<file path="src/rtl/sqrt_seq.sv">
// sqrt_seq - sequential fixed-point square root (restoring, one root bit
// per clock) used to turn a variance into a standard deviation.
//
// Operand and result are Q(WIDTH-FBITS).FBITS two's-complement. The root
// has ITER = (WIDTH+FBITS)/2 bits and is zero-extended onto out_data.
//
// Ports
//   clk        rising-edge clock
//   rst        asynchronous, active-high reset
//   in_valid   in_data carries an operand
//   in_ready   unit is idle and will take an operand
//   in_data    variance, signed Q12.20 (default parameters)
//   out_valid  out_data / out_neg carry a result
//   out_ready  downstream takes the result
//   out_data   sqrt(in_data), Q12.20, 0 for a negative operand
//   out_neg    the operand was negative
//
// Build option
//   SQRT_ROUND_EN  defined: round the root to nearest at the final
//                  iteration. Undefined (default): truncate.
module sqrt_seq #(
  parameter int WIDTH = 32,
  parameter int FBITS = 20
) (
  input  logic             clk,
  input  logic             rst,
  input  logic             in_valid,
  output logic             in_ready,
  input  logic [WIDTH-1:0] in_data,
  output logic             out_valid,
  input  logic             out_ready,
  output logic [WIDTH-1:0] out_data,
  output logic             out_neg
);

  localparam int ITER  = (WIDTH + FBITS) / 2;
  localparam int RAD_W = 2 * ITER;
  localparam int REM_W = ITER + 2;
  localparam int CNT_W = $clog2(ITER);

  typedef enum logic [1:0] {
    IDLE = 2'd0,
    CALC = 2'd1,
    DONE = 2'd2
  } state_t;

  state_t state, state_nx;

  logic [RAD_W-1:0] rad;
  logic [REM_W-1:0] rem;
  logic [ITER-1:0]  root;
  logic [CNT_W-1:0] cnt;

  logic signed [WIDTH-1:0] operand;
  logic                    neg;
  logic                    accept;
  logic                    last_iter;
  logic [RAD_W-1:0]        rad_load;

  logic [REM_W-1:0] rem_sh;
  logic [REM_W-1:0] trial;
  logic             take;
  logic [REM_W-1:0] rem_nx;
  logic [ITER-1:0]  root_nx;
  logic [ITER-1:0]  root_fin;

  // The top two remainder bits are always zero entering an iteration
  // (remainder <= 2*root), so they are never shifted onward.
  logic unused_rem_hi;
  assign unused_rem_hi = ^rem[REM_W-1:ITER];

`ifdef SQRT_ROUND_EN
  // Round to nearest: N - r^2 > r means sqrt(N) lies above r + 1/2.
  function automatic logic [ITER-1:0] round_root(input logic [ITER-1:0]  r,
                                                 input logic [REM_W-1:0] rm);
    if (rm > REM_W'(r)) begin
      return r + ITER'(1);
    end
    return r;
  endfunction
`endif

  assign operand   = in_data;
  assign neg       = operand < 0;
  assign accept    = in_valid && in_ready;
  assign last_iter = (cnt == '0);
  assign rad_load  = RAD_W'({in_data[WIDTH-2:0], {FBITS{1'b0}}});

  // One restoring iteration: bring down two radicand bits, try {root,01}.
  always_comb begin
    rem_sh  = {rem[ITER-1:0], rad[RAD_W-1 -: 2]};
    trial   = {root, 2'b01};
    take    = (rem_sh >= trial);
    rem_nx  = take ? (rem_sh - trial) : rem_sh;
    root_nx = {root[ITER-2:0], take};
`ifdef SQRT_ROUND_EN
    root_fin = round_root(root_nx, rem_nx);
`else
    root_fin = root_nx;
`endif
  end

  // State register
  always_ff @(posedge clk or posedge rst) begin
    if (rst) begin
      state <= IDLE;
    end else begin
      state <= state_nx;
    end
  end

  // Next-state logic
  always_comb begin
    state_nx = state;
    case (state)
      IDLE: if (accept)    state_nx = CALC;
      CALC: if (last_iter) state_nx = DONE;
      DONE: if (out_ready) state_nx = IDLE;
      default:             state_nx = IDLE;
    endcase
  end

  // Handshake outputs
  always_comb begin
    in_ready  = 1'b0;
    out_valid = 1'b0;
    case (state)
      IDLE:    in_ready  = 1'b1;
      DONE:    out_valid = 1'b1;
      default: ;
    endcase
  end

  // Datapath. A negative operand is loaded as a zero radicand with the
  // counter already at zero: its single CALC pass yields a root of 0 and
  // puts out_valid up one cycle after the accept.
  always_ff @(posedge clk or posedge rst) begin
    if (rst) begin
      rad      <= '0;
      rem      <= '0;
      root     <= '0;
      cnt      <= '0;
      out_data <= '0;
      out_neg  <= 1'b0;
    end else if (accept) begin
      rad      <= neg ? '0 : rad_load;
      rem      <= '0;
      root     <= '0;
      cnt      <= neg ? '0 : CNT_W'(ITER - 1);
      out_data <= '0;
      out_neg  <= neg;
    end else if (state == CALC) begin
      rad  <= {rad[RAD_W-3:0], 2'b00};
      rem  <= rem_nx;
      root <= root_nx;
      if (last_iter) begin
        out_data <= WIDTH'(root_fin);
      end else begin
        cnt <= cnt - CNT_W'(1);
      end
    end
  end

endmodule

</file>
<file path="config.mk">
export PLATFORM = sky130hd
export DESIGN_NAME = sqrt_seq
export DESIGN_NICKNAME = d
export VERILOG_FILES = /design/src/rtl/sqrt_seq.sv
export SDC_FILE = /design/constraint.sdc
export NUM_CORES = 1
export LEC_CHECK = 0
export ABC_AREA = 1
export CAP_MARGIN = 10
export CORE_MARGIN = 10
export CORE_UTILIZATION = 25
export DETAILED_ROUTE_END_ITERATION = 10
export GPL_ROUTABILITY_DRIVEN = 0
export PLACE_DENSITY = 0.49
export SLEW_MARGIN = 20
export SYNTH_ARGS = -nofsm -noshare
export SYNTH_HDL_FRONTEND = slang
export SYNTH_SLANG_ARGS = --single-unit
</file>
<file path="constraint.sdc">
create_clock -name clk -period 6.8 [get_ports clk]
set_input_delay 2.04 -clock clk [delete_from_list [all_inputs] [get_ports clk]]
set_output_delay 2.04 -clock clk [all_outputs]
set_load 0.005 [all_outputs]
</file>
==> run metrics <==
Setup crit end kind register; Final Hold Slack 0.482 ns; Final HPWL DP about 14000 µm; Worst R2R End rem[20]; post-synthesis cell area approximately 7000 µm²; RSZ-0062 raised after global routing no; DR pass1 iterations 5; post_cts resized 0; startpoint types input port; number of DRC markers in iteration 0 295; final cell count without fillers 1362; Yosys top cell by area dfrtp_1; H-Tree Depth 4; hold buffer count at cts 0; Crit Path Category input port to register; post-synthesis cell type count 35; DR DRC count 0; Worst-Skew Late Latency between 0.4 and 0.5 ns; Final period util around 63%; Hold Vio Cnt, Final 0; most numerous cell in the Yosys netlist nand2_1; antenna cell count 0; IO Port Bufs 64; Post-Synthesis Cells 918; Site Rows 61; fmax between 200 and 250 MHz; Initial Utilization 25.3%; post-route cell area 8570 µm²; Worst Path Arrival 4.54 ns; largest net degree at the start of global routing slightly below 60; Worst-path clk slew 0.06 ns; grt ovf 0; Final Max Tran Viols 0; I/O Pins 71; fill count 3001; Routed WL per cell 14.6 µm; storage element area 2950 µm²; Syn. warnings 0; clk buf depth 2; ys flop type dfrtp_1; total track usage 11.4%; vias per inst about 4.5; layout cell share with drive strength beyond 1 6.50%; endpoints failing setup 0; Nets 1038; Routed Antenna Nets 0; Tmin final around 4.3 ns; Mean Syn Cell Area 7.60 µm²; Crit path required time 7.04 ns; outcome completed; DP Area 7930 µm²; postcts setup bufs 0; synth top area cells dfrtp_1 42%, nand2_1 16%, inv_1 7.1%, ha_1 5.4%, nand3_1 4.5%; R2R Setup Slk just under 4 ns; Die X around 190 µm; R2R depth 14; vias in the first global route 6144; area share of the largest cell type after synthesis 42.3%; root buffer cell clkbuf_16; worst slew pin tran between 0.9 and 1 ns; top cells by count, synth 294 x nand2_1, 132 x inv_1, 118 x dfrtp_1; EDFF count, synth 0; Die Y ~190 µm; DP Cell Count 1331; skew final around 0.0083 ns; first-pass GRT wire length 33000 µm; initial antenna violation count 0; worst hold path type register to register; DR vias 6080; Worst slew margin 34.3%; crit path max fanout 53; CTS tree done; end of the critical path root[1]; worst setup path startpoint in_valid; Inserted Clock Buffers 17; Final TNS setup 0 ns; ys async rst share 100%; max cap viols 0; Core ar. 27600 µm²; CTS Sinks 118; reg2reg start root[9]; synthesized flop and latch total 118; Multi-input gate area between 3000 and 4000 µm²; register area share after synthesis a little over two fifths; Post-Route WL 19900 µm; Area Growth Syn to Fin 22.8%; die area ~35000 µm²
layer usage:
layer | up-vias | part of all wire, % | GRT usage, %
li1 | 3087 | - | -
met1 | 2882 | 46 | 14.3
met2 | 89 | 48 | 19.0
met3 | 22 | 3.6 | 2.50
met4 | 0 | 1.5 | 3.60
met5 | - | 0 | 0
placed cells by master (no fill, tap or decap), types with 2 or more instances in the layout:
cell type	n
buf_4	5
o21ai_1	2
nand3b_1	6
clkdlybuf4s50_1	64
a21oi_1	14
a32o_1	2
xnor2_1	2
nand4_1	17
nand2_2	6
bufinv_16	4
nand3_1	63
inv_6	2
ha_1	30
nor2_2	4
o21ai_0	34
nor3_1	2
a2bb2oi_1	25
a22oi_1	4
nor2_4	4
nor2_1	38
clkinv_2	2
clkbuf_16	17
o31ai_1	27
conb_1	6
xor2_1	11
inv_2	8
dfrtp_1	118
nand2_1	294
inv_1	131
clkinv_4	6
o22ai_1	27
nand3_2	2
metrics by stage:
step,util [%],worst slack [ns]
2_1_floorplan,-,1.63
6_report,31.0,2.50
5_1_grt,31.0,2.25
3_5_place_dp,28.7,2.08
4_1_cts,31.0,2.51
3_3_place_gp,28.7,2.10
worst min path at each step:
| stage | from | endpoint | slack, ns | cells past startpoint |
|---|---|---|---|---|
| global route | out_data[17] | out_data[17] | 0.50 | 2 |
| global placement | out_data[17] | out_data[17] | 0.47 | 2 |
| detailed placement | out_data[17] | out_data[17] | 0.47 | 2 |
| floorplan | rem[24] | rem[24] | 0.47 | 2 |
| CTS | out_data[17] | out_data[17] | 0.49 | 2 |
| finish | out_data[14] | out_data[14] | 0.48 | 2 |
critical path, stage by stage:
cell and delay, ns:
clkdlybuf4s50_1 0.47, nand2_2 0.37, inv_2 0.64, nor2_2 0.08
inv_2 0.74, o22ai_1 0.16
logic make-up (layout without fill, tap and decap cells):
kind of cell / count (synthesis) / in the layout / synth area share [%]
xor gates and xnor gates: 13 / 13 / 1.63
other: 1 / 6 / 0.0538
adders and majority gates: 30 / 30 / 5.38
AOI/OAI and AO/OA: 139 / 139 / 13.2
buffers and inverters: 179 / 240 / 10.7
and+or+nand+nor: 438 / 438 / 26.7
DFF: 118 / 118 / 42.3
area by class of cell:
cell class	count	area share [%]
clock inverter	14	2.34
multi-input combinational	626	38.6
tap	378	5.52
timing repair buffer	69	7.92
sequential	118	34.5
inverter	140	6.16
clock buffer	17	4.97
registers in the layout (all words and copies together) (netlist names):
name      cells
state         2
root         26
out_neg       1
out_data     26
rem          26
cnt           5
rad          32
Power is left out: the tool's default activity adds up to more than one toggle a clock period on the data nets, which glitch-free logic cannot reach.
